File: src/rtl/fft_pkg.sv
// Shared FFT definitions: default geometry, packer state encoding and the
// index bit-reversal helper used by every block that permutes sample order.
package fft_pkg;

   localparam int WIDTH_DEF  = 16;
   localparam int NPOINT_DEF = 3;
   localparam int N          = 1 << NPOINT_DEF;

   typedef enum logic {
      FILL = 1'b0,
      FULL = 1'b1
   } state_e;

   // Reverses the low nbits of idx; bits above nbits come back as zero.
   function automatic logic [31:0] bitrev(input logic [31:0] idx, input int nbits);
      logic [31:0] r;
      r = '0;
      for (int i = 0; i < nbits; i++)
         r[i] = idx[nbits-1-i];
      return r;
   endfunction

endpackage

File: src/rtl/fft_bitrev_map.sv
// Sample-index to buffer-slot mapper: bit-reversed when BITREV, identity otherwise.
module fft_bitrev_map
   import fft_pkg::*;
#(
   parameter int NPOINT = NPOINT_DEF,
   parameter int BITREV = 1
) (
   input  logic [NPOINT-1:0] idx_i,
   output logic [NPOINT-1:0] slot_o
);

   assign slot_o = (BITREV != 0) ? NPOINT'(bitrev(32'(idx_i), NPOINT)) : idx_i;

endmodule

File: src/rtl/fft_din_packer.sv
// Packs a stream of complex samples into N-sample frames for the parallel FFT
// input bus, optionally pre-permuted into bit-reversed order.
module fft_din_packer
   import fft_pkg::*;
#(
   parameter int WIDTH  = WIDTH_DEF,
   parameter int NPOINT = NPOINT_DEF,
   parameter int BITREV = 1
) (
   input  logic                         clk,
   input  logic                         rst,
   input  logic                         sin_valid,
   output logic                         sin_busy,
   input  logic                         sin_sof,
   input  logic [WIDTH-1:0]             sin_real,
   input  logic [WIDTH-1:0]             sin_imag,
   output logic                         dout_valid,
   input  logic                         dout_busy,
   output logic [WIDTH*(1<<NPOINT)-1:0] dout_real,
   output logic [WIDTH*(1<<NPOINT)-1:0] dout_imag,
   output logic                         frame_err
);

   localparam int NS = 1 << NPOINT;
   localparam logic [NPOINT-1:0] CNT_MAX = '1;

   typedef logic [NS-1:0][WIDTH-1:0] frame_t;

   state_e              state_q, state_d;
   logic [NPOINT-1:0]   cnt_q, cnt_d;
   frame_t              buf_re_q, buf_re_d, buf_im_q, buf_im_d;
   frame_t              out_re_q, out_re_d, out_im_q, out_im_d;
   logic                dv_q, dv_d;
   logic                err_q;

   logic                accept, out_free, restart, last_acc, load;
   logic [NPOINT-1:0]   idx, slot;

   assign sin_busy   = (state_q == FULL);
   assign accept     = sin_valid & ~sin_busy;
   assign out_free   = ~dv_q | ~dout_busy;
   // A start-of-frame mid-frame abandons the partial frame and restarts at slot map(0).
   assign restart    = accept & sin_sof & (cnt_q != '0);
   assign idx        = restart ? '0 : cnt_q;
   assign last_acc   = accept & ~restart & (cnt_q == CNT_MAX);

   fft_bitrev_map #(
      .NPOINT (NPOINT),
      .BITREV (BITREV)
   ) u_map (
      .idx_i  (idx),
      .slot_o (slot)
   );

   always_comb begin
      buf_re_d = buf_re_q;
      buf_im_d = buf_im_q;
      cnt_d    = cnt_q;
      state_d  = state_q;
      load     = 1'b0;
      if (accept) begin
         buf_re_d[slot] = sin_real;
         buf_im_d[slot] = sin_imag;
         cnt_d          = restart ? NPOINT'(1) : cnt_q + 1'b1;
      end
      case (state_q)
         FILL: if (last_acc) begin
            if (out_free) load = 1'b1;
            else          state_d = FULL;
         end
         FULL: if (out_free) begin
            load    = 1'b1;
            state_d = FILL;
         end
         default: state_d = FILL;
      endcase
      // buf_*_d already carries the final sample, so a completing accept
      // loads the whole frame in the same edge.
      out_re_d = load ? buf_re_d : out_re_q;
      out_im_d = load ? buf_im_d : out_im_q;
      dv_d     = load | (dv_q & dout_busy);
   end

   always_ff @(posedge clk) begin
      if (rst) begin
         state_q  <= FILL;
         cnt_q    <= '0;
         dv_q     <= 1'b0;
         out_re_q <= '0;
         out_im_q <= '0;
         err_q    <= 1'b0;
      end else begin
         state_q  <= state_d;
         cnt_q    <= cnt_d;
         dv_q     <= dv_d;
         out_re_q <= out_re_d;
         out_im_q <= out_im_d;
         err_q    <= restart;
      end
   end

   always_ff @(posedge clk) begin
      buf_re_q <= buf_re_d;
      buf_im_q <= buf_im_d;
   end

   assign dout_valid = dv_q;
   assign dout_real  = out_re_q;
   assign dout_imag  = out_im_q;
   assign frame_err  = err_q;

endmodule

File: config.mk
export PLATFORM = sky130hd
export DESIGN_NAME = fft_din_packer
export DESIGN_NICKNAME = d
export VERILOG_FILES = /design/src/rtl/fft_pkg.sv /design/src/rtl/fft_bitrev_map.sv /design/src/rtl/fft_din_packer.sv
export SDC_FILE = /design/constraint.sdc
export NUM_CORES = 1
export LEC_CHECK = 0
export BUFFER_PORTS_ARGS = -buffer_cell sky130_fd_sc_hd__clkbuf_2
export CAP_MARGIN = 20
export CORE_ASPECT_RATIO = 0.8
export CORE_MARGIN = 2
export CORE_UTILIZATION = 34
export CTS_CLUSTER_DIAMETER = 40
export CTS_CLUSTER_SIZE = 20
export DETAILED_ROUTE_END_ITERATION = 6
export REMOVE_ABC_BUFFERS = 1
export SLEW_MARGIN = 20
export SYNTH_ARGS = -nofsm -noshare
export SYNTH_HDL_FRONTEND = slang
export SYNTH_SLANG_ARGS = --single-unit
File: constraint.sdc
create_clock -name clk -period 4.1 [get_ports clk]
set_input_delay 0.82 -clock clk [delete_from_list [all_inputs] [get_ports clk]]
set_output_delay 0.82 -clock clk [all_outputs]
set_load 0.05 [all_outputs]
# After elaboration in Yosys (flattened, before gate mapping)
# Cells that the tools add are included.
# W data, S select, Z words.
[word_totals]
word_cells = 68
output_inout_bits = 259
inputBits = 37
regBits = 518
[op_classes]
n_addsub = 1
reduce_logical = 2
bitwise_logic = 12
magnitude_cmp = 2
n_eq_ne = 1
mux = 14
[ops]
columns = ["op", "n"]
rows = [
  ["$bwmux W128", 2],
  ["$mux W128", 2],
  ["$demux W16 S3", 1],
  ["$mux W16", 1],
  ["$and A1 B1 Y1", 6],
  ["$mux W3", 2],
  ["$lt A3 B4 Y1 const B", 1],
  ["$mux W1", 4],
  ["$not A1 Y1", 4],
  ["$pmux W1 S2", 2],
  ["$add A3 B1 Y3 const B", 1],
  ["$eq A3 B3 Y1 const B", 1],
  ["$ge A3 B1 Y1 const B", 1],
  ["$reduce_bool A3 Y1", 1],
  ["$or A1 B1 Y1", 2],
  ["$logic_and A1 B1 Y1", 1],
]

# Longest topological paths before layout
[logic_depth]
depth_word = 11
mapped_depth = 8

# Hierarchy
# From an unflattened synthesis, not the netlist that was laid out.
[hier_totals]
cells_unflattened = 1808
hier_area_um2 = 17740.8
[modules_own_cells]
columns = ["module", "n_inst", "cells_each", "area_each_um2", "seq_area_each_um2"]
rows = [
  ["fft_din_packer", 1, 1805, 17718.2, 10369.9],
  ["fft_bitrev_map", 1, 3, 22.5, 0.0],
]

# Least setup slack after synthesis
# OpenSTA, ideal clock, no wires.
[synth_timing]
path_kind = "input port to flip-flop"
startpoint = "input sin_sof"
endpoint = "register out_re_q (netlist bit dout_real[64])"
slack_ps = 1856
arrival_ps = 2129
setup_ps = 115
n_path_buf = 1
cell_stages = 5
path_cell_list = "and2b_1 -> nor4_4 -> buf_4 -> mux2_2 -> o21ba_2"
[synth_rtl]
columns = ["item", "line_no", "rtl"]
rows = [
  ["from (decl)", "fft_din_packer.sv:14", "input logic sin_sof,"],
  ["to (signal assigned)", "fft_din_packer.sv:96", "out_re_q <= out_re_d;"],
  ["to (decl)", "fft_din_packer.sv:32", "frame_t out_re_q, out_re_d, out_im_q, out_im_d;"],
]

# Worst setup path in the final report
[layout_timing]
startpoint = "register cnt_q[0]"
endpoint = "register out_re_q (netlist bit dout_real[28])"
[layout_between]
elab_chain_len = 9
elab_cells_between_ends = 16
[layout_lines]
columns = ["item", "line_no", "rtl"]
rows = [
  ["from (decl)", "fft_din_packer.sv:30", "logic [NPOINT-1:0] cnt_q, cnt_d;"],
  ["from (signal assigned)", "fft_din_packer.sv:94", "cnt_q <= cnt_d;"],
  ["$reduce_bool A3 Y1", "fft_din_packer.sv:43", "assign restart = accept & sin_sof & (cnt_q != '0);"],
  ["$and A1 B1 Y1", "fft_din_packer.sv:43", ""],
  ["$mux W3", "fft_din_packer.sv:44", "assign idx = restart ? '0 : cnt_q;"],
  ["$lt A3 B4 Y1 (not written as such) / $ge A3 B1 Y1 (equally long branches)", "fft_din_packer.sv:62", "buf_re_d[slot] = sin_real;"],
  ["$logic_and A1 B1 Y1 (not written as such)", "fft_din_packer.sv:62", ""],
  ["$mux W16 (not written as such)", "fft_din_packer.sv:62", ""],
  ["$demux W16 S3", "fft_din_packer.sv:62", ""],
  ["$bwmux W128", "fft_din_packer.sv:62", ""],
  ["$mux W128", "fft_din_packer.sv:61", "if (accept) begin"],
]
# Parallel ways exist; a longest one is shown, timed or not.
# A chain may end at the register's enable or synchronous reset.

==> run metrics <==
status finished, final reports clean; Syn-to-layout area delta 21.8%; placed cell area 21600 sq um; register area 10400 sq um; Worst Slack Setup Final 1250 ps; cell count after synthesis 1552; core area 56600 sq um; Hold Crit Start buf_re_q[70]; row count 78; number of max-cap violations 0; syn avg cell area 12.5 sq um; post_cts resized 0; HPWL Detailed 28.8 mm; f_max 0.350 GHz; PortBufs 295; # diodes 0; flop2flop setup slack 1250 ps; worst skew pair latency 600 ps; Residual DRC 0; CTS buffer count 60; vias in the first global route 12900; # IOs 296; Seq/Total Area, Yosys 53.3%; chip height 218 microns; die area 59100 sq um; final wirelength 49.4 mm; nets 1849; ys async rst share 0%; Design Area, Final 23700 sq um; footprint of the multi-input gates 8420 sq um; Worst Path Arrival 3390 ps; crit path max fanout 40; Area contributors post-synth dfxtp_1 53%, mux2_4 12%, o21ba_1 10%; initial antenna violation count 0; Hold Crit Class reg -> reg; Final ANT Viol Nets 0; drt pass-1 iters 5; share of cells above drive strength 1 37.0%; EDFF count, synth 0; adder-cell share of the synthesized area 0.193%; CP Class reg -> reg; clk buf depth 3; min cycle time layout 2850 ps; clk slew on worst S/H paths 60 ps; critical path capture point type flip-flop; worst vdd ir 0.307 mV; Hold Path Sink buf_re_q[70]; Initial Utilization 34.4%; Tcrit/Tclk final 69.6%; setup repair bufs after CTS 0; vias per cell 4.85; CP max stage cell o221a_4; WP data required 4640 ps; WL per Instance 18.8 microns; setup slack at placement 806 ps; Placer Congestion 0.724; RSZ-0062 raised after global routing false; WHS Path Cells 1; Lkg Pwr 0.0114 uW; final hold vios 0; grt total ovfl 0; CP Cell Sequence inv_1 -> ha_1 -> nor2b_1 -> o221a_4 -> buf_4 -> o21bai_1 -> o21ba_1; worst r2r path cells 7; Most used DFF post-synth dfxtp_1; fillers 5335; Final Max Slew Viols 0; vias 12700; XOR/XNOR Fraction of Synth Area 0%; Max-slew headroom 29.7%; CTS tree built; post-synth top area share 53.3%; largest family of logic cells by synthesized area compound AO/OA/AOI/OAI gates; Tightest Pin Transition 1060 ps; Synth Area in Simple Gates 2.52%; Reg-to-Reg End dout_real[28]; number of distinct library cells after synthesis 41; Worst Setup SP cnt_q[0]; area fraction in compound gates after synthesis 24.5%; largest net degree at the start of global routing 132; first-pass GRT wire length 76.7 mm; die width 271 microns; worst r2r src cnt_q[0]; Hold-fix buffers, CTS 0; Syn. warnings 0; Worst Clk Skew 22.6 ps; 1st-iter DRT viols 640; clk sinks 518; CP max stage delay 760 ps; GR Util All Layers 16.4%; Yosys reg bits 518; mux contribution to synthesized area 15.9%; Tot Pwr 12000 uW; clk root buf clkbuf_16; Post-Synthesis Cell Area 19400 sq um; Synth area leader dfxtp_1; CP startpoint kind flip-flop; Pwr per Cell Area 505 nW/um^2; # H-tree levels 2; # setup viols final 0
[cells by family after synthesis]
logic type               Yosys count
flip-flops                       518
AO/OA/AOI/OAI                    586
adder cells (fa/ha/maj)            3
AND/OR/NAND/NOR                   91
multiplexers                     224
buffers and inverters            130
[per-stage QoR]
stage / TNS [ps] / utilization [%] / hold WS, ps / instances
final: 0 / 41.9 / 457 / 2619
after floorplan: -677830 / - / 434 / 1425
after CTS: 0 / 41.9 / 459 / 2619
after detailed placement: 0 / 38.1 / 446 / 2507
after global routing: 0 / 41.9 / 470 / 2619
after global placement: 0 / 38.1 / 439 / 2507
[final cells by class]
| cell class | instances | share of cell area, % |
|---|---|---|
| clock buffer | 64 | 6.57 |
| clock inverter | 48 | 2.43 |
| inverter | 3 | 0.0475 |
| multi-input combinational | 904 | 35.5 |
| sequential | 518 | 43.8 |
| tap | 760 | 4.01 |
| timing repair buffer | 322 | 7.64 |
[synth_stat cells, types with 2 or more instances]
library cell  count
nand2b_1          3
mux2_1            8
dfxtp_1         518
ha_1              3
buf_2            33
buf_6            14
nand3_1           2
buf_12            3
o21ba_1         201
a211oi_1         32
o21ai_1          28
nor3_1            2
clkbuf_1         70
o21bai_1        224
nor4_4            2
nand2_1          37
inv_1             2
mux2_4          150
mux2_2           66
a21oi_1           4
nand3_4           3
buf_1             4
o21ai_0          36
nor2_1           33
buf_4             3
a31oi_1          33
o21ba_2          23
nor2b_1           2
[per-layer routing]
layer  GRT usage [%]  vias to the layer above  wire length, microns
met5               0                        -                     0
met4            4.87                        0                  1130
met3            4.29                       79                  2810
met2            26.4                      260                 22900
met1            21.5                     6287                 22600
li1                -                     6078                     -
[worst max-delay path by stage]
stage | slack [ps] | end
5_1_grt | 980 | dout_real[28]
2_1_floorplan | -2780 | dout_imag[110]
3_5_place_dp | 810 | dout_real[46]
3_3_place_gp | 850 | dout_real[46]
6_report | 1250 | dout_real[28]
4_1_cts | 1210 | dout_real[28]
[placed cells by master, fill, tap and decap left out, drive strengths merged, types with 3 or more instances in the layout]
cell type / netlist / routed
ha: 3 / 3
a211oi: 32 / 32
a21oi: 4 / 4
nand2: 37 / 37
inv: 3 / 24
bufinv: 0 / 3
buf: 57 / 28
o21bai: 224 / 224
a31oi: 33 / 33
clkbuf: 70 / 358
nand3: 5 / 5
o21ai: 65 / 65
nor2: 33 / 33
clkinv: 0 / 19
dfxtp: 518 / 518
mux2: 224 / 224
nand2b: 4 / 4
clkinvlp: 0 / 5
o21ba: 224 / 224
[flip-flops by register name, indices dropped and copies added, names as in the netlist]
register	cells
sin_busy	1
dout_real	128
dout_valid	1
dout_imag	128
buf_im_q	128
buf_re_q	128
frame_err	1
cnt_q	3
[where the power goes]
group	total, uW	leakage [uW]	switching, uW	internal (uW)
Sequential	5550	0.00422	101	5450
Clock	5550	0.00103	2440	3100
Combinational	859	0.00619	407	452
[critical path: cells and delay by family (launching register included)]
family | cells | cell delay (ps)
buffers and inverters | 2 | 650
AOI/OAI and AO/OA | 3 | 1080
DFF | 1 | 410
adders and majority gates | 1 | 220
and+or+nand+nor | 1 | 430
No activity file was read; power rests on OpenSTA's default activity.
